===== src/rtl/mc_pkg.sv =====
// Shared encodings for the multicycle main control FSM:
// states, opcodes, functs and datapath select codes.
package mc_pkg;

  localparam logic [3:0] S_FETCH    = 4'd0;
  localparam logic [3:0] S_DECODE   = 4'd1;
  localparam logic [3:0] S_MEM_ADDR = 4'd2;
  localparam logic [3:0] S_MEM_RD   = 4'd3;
  localparam logic [3:0] S_MEM_WB   = 4'd4;
  localparam logic [3:0] S_MEM_WR   = 4'd5;
  localparam logic [3:0] S_EXEC_R   = 4'd6;
  localparam logic [3:0] S_WB_R     = 4'd7;
  localparam logic [3:0] S_EXEC_I   = 4'd8;
  localparam logic [3:0] S_WB_I     = 4'd9;
  localparam logic [3:0] S_BRANCH   = 4'd10;
  localparam logic [3:0] S_JUMP     = 4'd11;
  localparam logic [3:0] S_EXCEPT   = 4'd12;

  localparam logic [5:0] OP_RTYPE = 6'b000000;
  localparam logic [5:0] OP_LW    = 6'b100011;
  localparam logic [5:0] OP_SW    = 6'b101011;
  localparam logic [5:0] OP_ADDI  = 6'b001000;
  localparam logic [5:0] OP_ORI   = 6'b001101;
  localparam logic [5:0] OP_BEQ   = 6'b000100;
  localparam logic [5:0] OP_J     = 6'b000010;

  localparam logic [5:0] FN_ADD = 6'b100000;
  localparam logic [5:0] FN_SUB = 6'b100010;
  localparam logic [5:0] FN_OR  = 6'b100101;
  localparam logic [5:0] FN_AND = 6'b100100;

  localparam logic [1:0] ALU_ADD = 2'b00;
  localparam logic [1:0] ALU_SUB = 2'b01;
  localparam logic [1:0] ALU_OR  = 2'b10;
  localparam logic [1:0] ALU_AND = 2'b11;

  localparam logic [1:0] PC_ALU    = 2'b00;
  localparam logic [1:0] PC_ALUOUT = 2'b01;
  localparam logic [1:0] PC_JUMP   = 2'b10;
  localparam logic [1:0] PC_EXC    = 2'b11;

  localparam logic [1:0] SRCB_REG  = 2'b00;
  localparam logic [1:0] SRCB_FOUR = 2'b01;
  localparam logic [1:0] SRCB_IMM  = 2'b10;
  localparam logic [1:0] SRCB_BR   = 2'b11;

  localparam logic [1:0] EXC_NONE = 2'b00;
  localparam logic [1:0] EXC_OVF  = 2'b01;
  localparam logic [1:0] EXC_ILL  = 2'b10;

  typedef enum logic [1:0] {
    ACLS_ADD,
    ACLS_SUB,
    ACLS_R,
    ACLS_I
  } alu_cls_e;

  function automatic logic is_rfunct(
    input logic [5:0] fn
  );
    return (fn == FN_ADD) || (fn == FN_SUB) ||
           (fn == FN_OR)  || (fn == FN_AND);
  endfunction

endpackage


===== src/rtl/mc_if.sv =====
// Control/datapath bundle: IR fields and ALU flags in,
// datapath enables and selects out.
interface mc_if;
  logic [5:0] opcode;
  logic [5:0] funct;
  logic       zero;
  logic       over;
  logic       pc_write;
  logic [1:0] pc_src;
  logic       ir_write;
  logic       iord;
  logic       mem_read;
  logic       mem_write;
  logic       mem_to_reg;
  logic       reg_write;
  logic       reg_dst;
  logic       alu_src_a;
  logic [1:0] alu_src_b;
  logic [1:0] aluc;
  logic       exc;
  logic [1:0] exc_cause;

  modport master (
    input  opcode, funct, zero, over,
    output pc_write, pc_src, ir_write, iord,
    output mem_read, mem_write, mem_to_reg,
    output reg_write, reg_dst, alu_src_a,
    output alu_src_b, aluc, exc, exc_cause
  );

  modport slave (
    output opcode, funct, zero, over,
    input  pc_write, pc_src, ir_write, iord,
    input  mem_read, mem_write, mem_to_reg,
    input  reg_write, reg_dst, alu_src_a,
    input  alu_src_b, aluc, exc, exc_cause
  );
endinterface


===== src/rtl/mc_alu_dec.sv =====
// ALU operation decode; is_arith marks the trapping
// arithmetic ops (add, sub, addi).
module mc_alu_dec
  import mc_pkg::*;
(
  input  alu_cls_e   cls,
  input  logic [5:0] opcode,
  input  logic [5:0] funct,
  output logic [1:0] aluc,
  output logic       is_arith
);

  always_comb begin
    aluc     = ALU_ADD;
    is_arith = 1'b0;
    unique case (cls)
      ACLS_ADD: aluc = ALU_ADD;
      ACLS_SUB: aluc = ALU_SUB;
      ACLS_R: begin
        case (funct)
          FN_SUB:  aluc = ALU_SUB;
          FN_OR:   aluc = ALU_OR;
          FN_AND:  aluc = ALU_AND;
          default: aluc = ALU_ADD;
        endcase
        is_arith = (funct == FN_ADD) ||
                   (funct == FN_SUB);
      end
      ACLS_I: begin
        aluc     = (opcode == OP_ORI) ?
                   ALU_OR : ALU_ADD;
        is_arith = (opcode == OP_ADDI);
      end
      default: aluc = ALU_ADD;
    endcase
  end

endmodule


===== src/rtl/mc_control.sv =====
// Multicycle main control FSM: sequences fetch through
// writeback and raises overflow/illegal exceptions.
module mc_control
  import mc_pkg::*;
#(
  parameter logic [1:0] EXC_VEC_SEL  = 2'b11,
  parameter bit         ILLEGAL_TRAP = 1'b1
) (
  input logic clk,
  input logic rst,
  mc_if.master bus
);

  logic [3:0] state;
  logic [3:0] state_nx;
  logic [1:0] cause_q;
  logic [1:0] cause_nx;
  alu_cls_e   cls;
  logic [1:0] dec_aluc;
  logic       is_arith;

  always_comb begin
    cls = ACLS_ADD;
    case (state)
      S_EXEC_R: cls = ACLS_R;
      S_EXEC_I: cls = ACLS_I;
      S_BRANCH: cls = ACLS_SUB;
      default:  cls = ACLS_ADD;
    endcase
  end

  mc_alu_dec u_alu_dec (
    .cls      (cls),
    .opcode   (bus.opcode),
    .funct    (bus.funct),
    .aluc     (dec_aluc),
    .is_arith (is_arith)
  );

  always_comb begin
    state_nx = S_FETCH;
    cause_nx = cause_q;
    case (state)
      S_FETCH: state_nx = S_DECODE;
      S_DECODE: begin
        unique case (1'b1)
          (bus.opcode == OP_LW) ||
          (bus.opcode == OP_SW):
            state_nx = S_MEM_ADDR;
          (bus.opcode == OP_RTYPE) &&
          is_rfunct(bus.funct):
            state_nx = S_EXEC_R;
          (bus.opcode == OP_ADDI) ||
          (bus.opcode == OP_ORI):
            state_nx = S_EXEC_I;
          (bus.opcode == OP_BEQ):
            state_nx = S_BRANCH;
          (bus.opcode == OP_J):
            state_nx = S_JUMP;
          default: begin
            if (ILLEGAL_TRAP) begin
              state_nx = S_EXCEPT;
              cause_nx = EXC_ILL;
            end
          end
        endcase
      end
      S_MEM_ADDR:
        state_nx = (bus.opcode == OP_SW) ?
                   S_MEM_WR : S_MEM_RD;
      S_MEM_RD: state_nx = S_MEM_WB;
      S_EXEC_R, S_EXEC_I: begin
        // Only add/sub/addi trap; logical ops ignore over.
        if (bus.over && is_arith) begin
          state_nx = S_EXCEPT;
          cause_nx = EXC_OVF;
        end else begin
          state_nx = (state == S_EXEC_R) ?
                     S_WB_R : S_WB_I;
        end
      end
      default: state_nx = S_FETCH;
    endcase
  end

  always_ff @(posedge clk or posedge rst) begin
    if (rst) begin
      state   <= S_FETCH;
      cause_q <= EXC_NONE;
    end else begin
      state   <= state_nx;
      cause_q <= cause_nx;
    end
  end

  assign bus.exc_cause = cause_q;
  assign bus.aluc      = dec_aluc;

  always_comb begin
    bus.pc_write   = 1'b0;
    bus.pc_src     = PC_ALU;
    bus.ir_write   = 1'b0;
    bus.iord       = 1'b0;
    bus.mem_read   = 1'b0;
    bus.mem_write  = 1'b0;
    bus.mem_to_reg = 1'b0;
    bus.reg_write  = 1'b0;
    bus.reg_dst    = 1'b0;
    bus.alu_src_a  = 1'b0;
    bus.alu_src_b  = SRCB_REG;
    bus.exc        = 1'b0;
    case (state)
      S_FETCH: begin
        bus.mem_read  = 1'b1;
        bus.ir_write  = 1'b1;
        bus.alu_src_b = SRCB_FOUR;
        bus.pc_write  = 1'b1;
      end
      S_DECODE: bus.alu_src_b = SRCB_BR;
      S_MEM_ADDR: begin
        bus.alu_src_a = 1'b1;
        bus.alu_src_b = SRCB_IMM;
      end
      S_MEM_RD: begin
        bus.mem_read = 1'b1;
        bus.iord     = 1'b1;
      end
      S_MEM_WB: begin
        bus.reg_write  = 1'b1;
        bus.mem_to_reg = 1'b1;
      end
      S_MEM_WR: begin
        bus.mem_write = 1'b1;
        bus.iord      = 1'b1;
      end
      S_EXEC_R: bus.alu_src_a = 1'b1;
      S_WB_R: begin
        bus.reg_write = 1'b1;
        bus.reg_dst   = 1'b1;
      end
      S_EXEC_I: begin
        bus.alu_src_a = 1'b1;
        bus.alu_src_b = SRCB_IMM;
      end
      S_WB_I: bus.reg_write = 1'b1;
      S_BRANCH: begin
        bus.alu_src_a = 1'b1;
        bus.pc_src    = PC_ALUOUT;
        bus.pc_write  = bus.zero;
      end
      S_JUMP: begin
        bus.pc_src   = PC_JUMP;
        bus.pc_write = 1'b1;
      end
      S_EXCEPT: begin
        bus.exc      = 1'b1;
        bus.pc_src   = EXC_VEC_SEL;
        bus.pc_write = 1'b1;
      end
      default: ;
    endcase
  end

endmodule

===== src/flat_wrapper.sv =====
// flat-port wrapper written by rule: the top's interface ports become plain ports
module mc_control_flat import mc_pkg::*;
#(
  parameter logic [1:0] EXC_VEC_SEL  = 2'b11,
  parameter bit         ILLEGAL_TRAP = 1'b1
)
  (clk, rst, bus_opcode, bus_funct, bus_zero, bus_over, bus_pc_write, bus_pc_src, bus_ir_write, bus_iord, bus_mem_read, bus_mem_write, bus_mem_to_reg, bus_reg_write, bus_reg_dst, bus_alu_src_a, bus_alu_src_b, bus_aluc, bus_exc, bus_exc_cause);
  mc_if bus_i ();
  input logic clk;
  input logic rst;
  input wire logic [$bits(bus_i.opcode)-1:0] bus_opcode;
  input wire logic [$bits(bus_i.funct)-1:0] bus_funct;
  input wire logic [$bits(bus_i.zero)-1:0] bus_zero;
  input wire logic [$bits(bus_i.over)-1:0] bus_over;
  output wire logic [$bits(bus_i.pc_write)-1:0] bus_pc_write;
  output wire logic [$bits(bus_i.pc_src)-1:0] bus_pc_src;
  output wire logic [$bits(bus_i.ir_write)-1:0] bus_ir_write;
  output wire logic [$bits(bus_i.iord)-1:0] bus_iord;
  output wire logic [$bits(bus_i.mem_read)-1:0] bus_mem_read;
  output wire logic [$bits(bus_i.mem_write)-1:0] bus_mem_write;
  output wire logic [$bits(bus_i.mem_to_reg)-1:0] bus_mem_to_reg;
  output wire logic [$bits(bus_i.reg_write)-1:0] bus_reg_write;
  output wire logic [$bits(bus_i.reg_dst)-1:0] bus_reg_dst;
  output wire logic [$bits(bus_i.alu_src_a)-1:0] bus_alu_src_a;
  output wire logic [$bits(bus_i.alu_src_b)-1:0] bus_alu_src_b;
  output wire logic [$bits(bus_i.aluc)-1:0] bus_aluc;
  output wire logic [$bits(bus_i.exc)-1:0] bus_exc;
  output wire logic [$bits(bus_i.exc_cause)-1:0] bus_exc_cause;
  assign bus_i.opcode = bus_opcode;
  assign bus_i.funct = bus_funct;
  assign bus_i.zero = bus_zero;
  assign bus_i.over = bus_over;
  assign bus_pc_write = bus_i.pc_write;
  assign bus_pc_src = bus_i.pc_src;
  assign bus_ir_write = bus_i.ir_write;
  assign bus_iord = bus_i.iord;
  assign bus_mem_read = bus_i.mem_read;
  assign bus_mem_write = bus_i.mem_write;
  assign bus_mem_to_reg = bus_i.mem_to_reg;
  assign bus_reg_write = bus_i.reg_write;
  assign bus_reg_dst = bus_i.reg_dst;
  assign bus_alu_src_a = bus_i.alu_src_a;
  assign bus_alu_src_b = bus_i.alu_src_b;
  assign bus_aluc = bus_i.aluc;
  assign bus_exc = bus_i.exc;
  assign bus_exc_cause = bus_i.exc_cause;
  mc_control #(.EXC_VEC_SEL(EXC_VEC_SEL), .ILLEGAL_TRAP(ILLEGAL_TRAP)) u_core (.clk(clk), .rst(rst), .bus(bus_i));
endmodule

===== config.mk =====
export PLATFORM = sky130hd
export DESIGN_NAME = mc_control_flat
export DESIGN_NICKNAME = d
export VERILOG_FILES = /design/src/rtl/mc_pkg.sv /design/src/rtl/mc_if.sv /design/src/rtl/mc_alu_dec.sv /design/src/rtl/mc_control.sv /design/src/flat_wrapper.sv
export SDC_FILE = /design/constraint.sdc
export NUM_CORES = 1
export LEC_CHECK = 0
export ABC_AREA = 0
export ABC_CLOCK_PERIOD_IN_PS = 2700
export BUFFER_PORTS_ARGS = -buffer_cell sky130_fd_sc_hd__buf_2
export CAP_MARGIN = 20
export CORE_MARGIN = 1.5
export CORE_UTILIZATION = 46
export DETAILED_ROUTE_END_ITERATION = 10
export HOLD_SLACK_MARGIN = 0.03
export PLACE_DENSITY_LB_ADDON = 0.1
export SLEW_MARGIN = 20
export SYNTH_ARGS = -nofsm -noshare
export SYNTH_HDL_FRONTEND = slang
export SYNTH_HIERARCHICAL = 1
export SYNTH_SLANG_ARGS = --single-unit

===== constraint.sdc =====
create_clock -name clk -period 2.7 [get_ports clk]
set_input_delay 0.27 -clock clk [delete_from_list [all_inputs] [get_ports clk]]
set_output_delay 0.27 -clock clk [all_outputs]
set_load 0.02 [all_outputs]

==> results <==
- The count of placed standard cells including taps is 154.
- After detailed routing, the number of vias per cell comes to between 5 and 6.
- Along the worst path, the maximum fanout reaches 6.
- After clock tree synthesis, the repair step resized 0 gates.
- The synthesis warning total is 6.
- The relative area change from synthesis to final layout is 30.0%.
- The flip-flop cell with the highest count after synthesis is sky130_fd_sc_hd__dfrtp_1.
- The initialized floorplan defines 14 standard-cell rows.
- The number of sinks on the clock net is 6.
- The overall track demand over capacity in global routing is about 22%.
- Across the VDD grid, the largest voltage drop is 520 uV.
- The total congestion overflow after global routing is 0.
- Setup repair after global routing left no endpoint under its margin.
- Counting the buffers created by CTS gives 3.
- The fraction of registers with async set/reset is 100%.
- The first-iteration detailed-routing DRC count is between 40 and 50.
- The library cell used most frequently in the layout, excluding fill and tap cells, is sky130_fd_sc_hd__buf_2.
- The congestion estimate from routability-driven global placement came to about 0.86.
- The first global-routing pass estimated 3.22 mm of wire.
- The core region area is 1520 um^2.
- For this run, the register share of the synthesized area comes to 20.0%.
- The parity-gate share of the synthesized area counting xor and xnor cells is 2.33%.
- The initial antenna violation count is 0.
- The width of the die is 43.4 um.
- CTS built an H-tree with a depth of 1.
- The count of fill cells added during filler insertion is 140.
- The final count of hold timing violations came to 0.
- For this run, the number of standard cells in the final layout without fillers is between 150 and 200.
- The post-detailed-route wirelength per cell is around 12 um.
- In this run the power density over the cells is 876 nW/um^2.
- The complex-gate fraction of the synthesized area is 27.8%.
- The analysis attributes to cell leakage a power of 0.000477 uW.
- Summed over all layers, the routed wires come to 1.94 mm.
- The remaining max-slew budget at the tightest pin is between 70% and 80%.
- The final period utilization is between 80% and 90%.
- In the layout the commonest cells are sky130_fd_sc_hd__buf_2, sky130_fd_sc_hd__nor2_1, sky130_fd_sc_hd__a21oi_1, sky130_fd_sc_hd__nand2_1, sky130_fd_sc_hd__nor3_1.
- The synthesized netlist devotes 41.6% of its cell area to simple gates.
- The antenna cell count is 0.
- The synthesized netlist devotes 0% of its cell area to adder and majority cells.
- The placed wire-length estimate is between 1 and 1.5 mm.
- Between clock sinks in the finished design, the worst skew comes to around 0.4 ps.
- The number of remaining DRC errors is 0.
- The number of buffers on the longest clock path is 2.
- The final core utilization is 64.1%.
- The via count of the first global-routing pass is 739.
- The shortest clock period the worst path allows after layout is 2310 ps.
- The die is 43.4 um tall.
- The flow ran to the end, and the final reports show no timing, DRC or antenna violations.
- Counting every net in the synthesized netlist gives 124.
- STA classifies the critical path endpoint as a flop.
- The number of enable-type register cells in the synthesized netlist is 0.
- The number of nets in the final layout is 160.
- The flip-flop and latch count after synthesis is 6.
- Data arrives at the worst endpoint at ~2500 ps.
- The final count of pins violating max slew is 0.
- The data required time at the worst endpoint is 2890 ps.
- The worst hold path belongs to the class in -> async.
- TritonCTS built the clock tree.
- The effective utilization at floorplan is between 40% and 50%.
- The clock latency reported for the late side of the worst-skew pair is 250 ps.
- The total vias in the final route is 934.
- The worst setup path is of the reg -> reg kind.
- The pin count of the biggest net entering global routing is 20.
- The fraction of layout instances using a drive strength above 1 is 32.4%.
- The post-cts hold buffer count is 1.
- For the final routed database, the setup TNS stands at 0 ps.
- The count of max-cap constraint violations is 0.
- After synthesis, the largest family of logic cells by area is simple AND/OR/NAND/NOR gates.
- The count of input and output buffers is 33.
- The number of post-CTS setup repair buffers is 0.
- The length of the first detailed-routing pass in iterations is 4.
- The die outline area is 1890 um^2.
- In this run the clock root is driven by a sky130_fd_sc_hd__clkbuf_4.
- The worst setup path is launched from a flop.
- Measured against the total synthesized area, the mux share comes to 1.33%.
- The instance count of the mapped netlist is 108.
- The highest attainable clock frequency is between 400 and 500 MHz.
- The clock-pin slew on the worst setup and hold paths is 50 ps.
- In this run the mean area of a mapped cell was 6.96 um^2.
- For the pin with the worst max-slew slack, the measured transition is roughly 330 ps.
- The detail route stage leaves a number of antenna-violating nets equal to 0.
- The I/O pin count is 34.
- Setup violations remaining at the end of the flow were counted as 0.
- The number of different library cells in the post-synthesis netlist is a little over 40.
- The synthesized netlist occupies a cell area of 752 um^2.
==> cell families (layout without fill, tap and decap cells) <==
group                     Yosys count  count (layout)
and+or+nand+nor                    54              54
DFF                                 6               6
AOI/OAI and AO/OA                  31              31
xor gates and xnor gates            2               2
buffers and inverters              14              48
muxes                               1               1
==> worst max-delay path: stages, from the launching register on <==
cell                       delay [ps]
sky130_fd_sc_hd__dfrtp_1          410
sky130_fd_sc_hd__nor2b_1          260
sky130_fd_sc_hd__a21oi_1          110
sky130_fd_sc_hd__nor2_1           130
sky130_fd_sc_hd__nor3b_1          290
sky130_fd_sc_hd__nand3b_1         150
sky130_fd_sc_hd__o32ai_2          160
sky130_fd_sc_hd__and2_1           280
sky130_fd_sc_hd__nand3_1          140
sky130_fd_sc_hd__a21oi_1          170
sky130_fd_sc_hd__a211o_1          140
==> power breakdown <==
| group | switching (uW) | internal (uW) | leakage [uW] |
|---|---|---|---|
| Sequential | 19.8 | 113 | 0.0000737 |
| Combinational | 394 | 244 | 0.000390 |
| Clock | 35.2 | 50.5 | 0.0000138 |
| Total | 449 | 407 | 0.000477 |
==> synth_stat cells, types with 2 or more instances <==
library cell / instances / share of area [%]
sky130_fd_sc_hd__xnor2_1: 2 / 2.3
sky130_fd_sc_hd__nor3_1: 8 / 5.3
sky130_fd_sc_hd__inv_1: 5 / 2.5
sky130_fd_sc_hd__a31oi_1: 2 / 1.7
sky130_fd_sc_hd__clkbuf_1: 7 / 3.5
sky130_fd_sc_hd__o21ai_1: 5 / 3.3
sky130_fd_sc_hd__a21o_1: 4 / 4.0
sky130_fd_sc_hd__and3_1: 3 / 2.5
sky130_fd_sc_hd__a21oi_1: 9 / 6.0
sky130_fd_sc_hd__nor2_1: 11 / 5.5
sky130_fd_sc_hd__nand3_1: 4 / 2.7
sky130_fd_sc_hd__nor3b_1: 3 / 3.0
sky130_fd_sc_hd__nor2b_1: 3 / 2.5
sky130_fd_sc_hd__nand3b_1: 2 / 2.0
sky130_fd_sc_hd__nand2_1: 8 / 4.0
sky130_fd_sc_hd__dfrtp_1: 6 / 20
sky130_fd_sc_hd__nand2b_1: 2 / 1.7
==> per-stage QoR <==
stage          total power (uW)  setup WS, ps  hold slack [ps]  area [um^2]
2_1_floorplan               582           255             61.0          752
5_1_grt                     936           200              518          977
3_5_place_dp                765           439              200          945
3_3_place_gp                763           511              191          945
6_report                    856           390              480          977
4_1_cts                     855           412              482          977
==> registers in the layout, summed over array words and instances, names as in the netlist <==
signal                flops
u_core/bus.exc_cause      2
u_core/state              4
==> final timing paths <==
kind,start,end,slack (ps),cells after the start
worst max register to register,u_core/state[3],u_core/state[2],390,10
max in group asynchronous,rst,u_core/state[1],2020,3
min in group clk,u_core/bus.exc_cause[1],u_core/bus.exc_cause[1],490,1
worst min register to register,u_core/bus.exc_cause[1],u_core/bus.exc_cause[1],490,1
worst min-delay path,rst,u_core/state[2],480,3
worst max-delay path,u_core/state[3],u_core/state[2],390,10
==> metal layers <==
metal  vias up  part of all wire, %  track usage [%]
met3         4                  7.3             5.00
met4         0                  1.1             5.45
met5         -                    0                0
met2        40                   49             36.4
met1       420                   43             29.7
li1        470                    -                -
==> area by class of cell <==
cell class,count,area [um^2],area share [%]
inverter,6,22.5,2.30
multi-input combinational,88,549,56.2
tap,16,20.0,2.05
sequential,6,150,15.4
timing repair buffer,39,213,21.8
clock buffer,3,22.5,2.30
No activity file was read; power rests on OpenSTA's default activity.
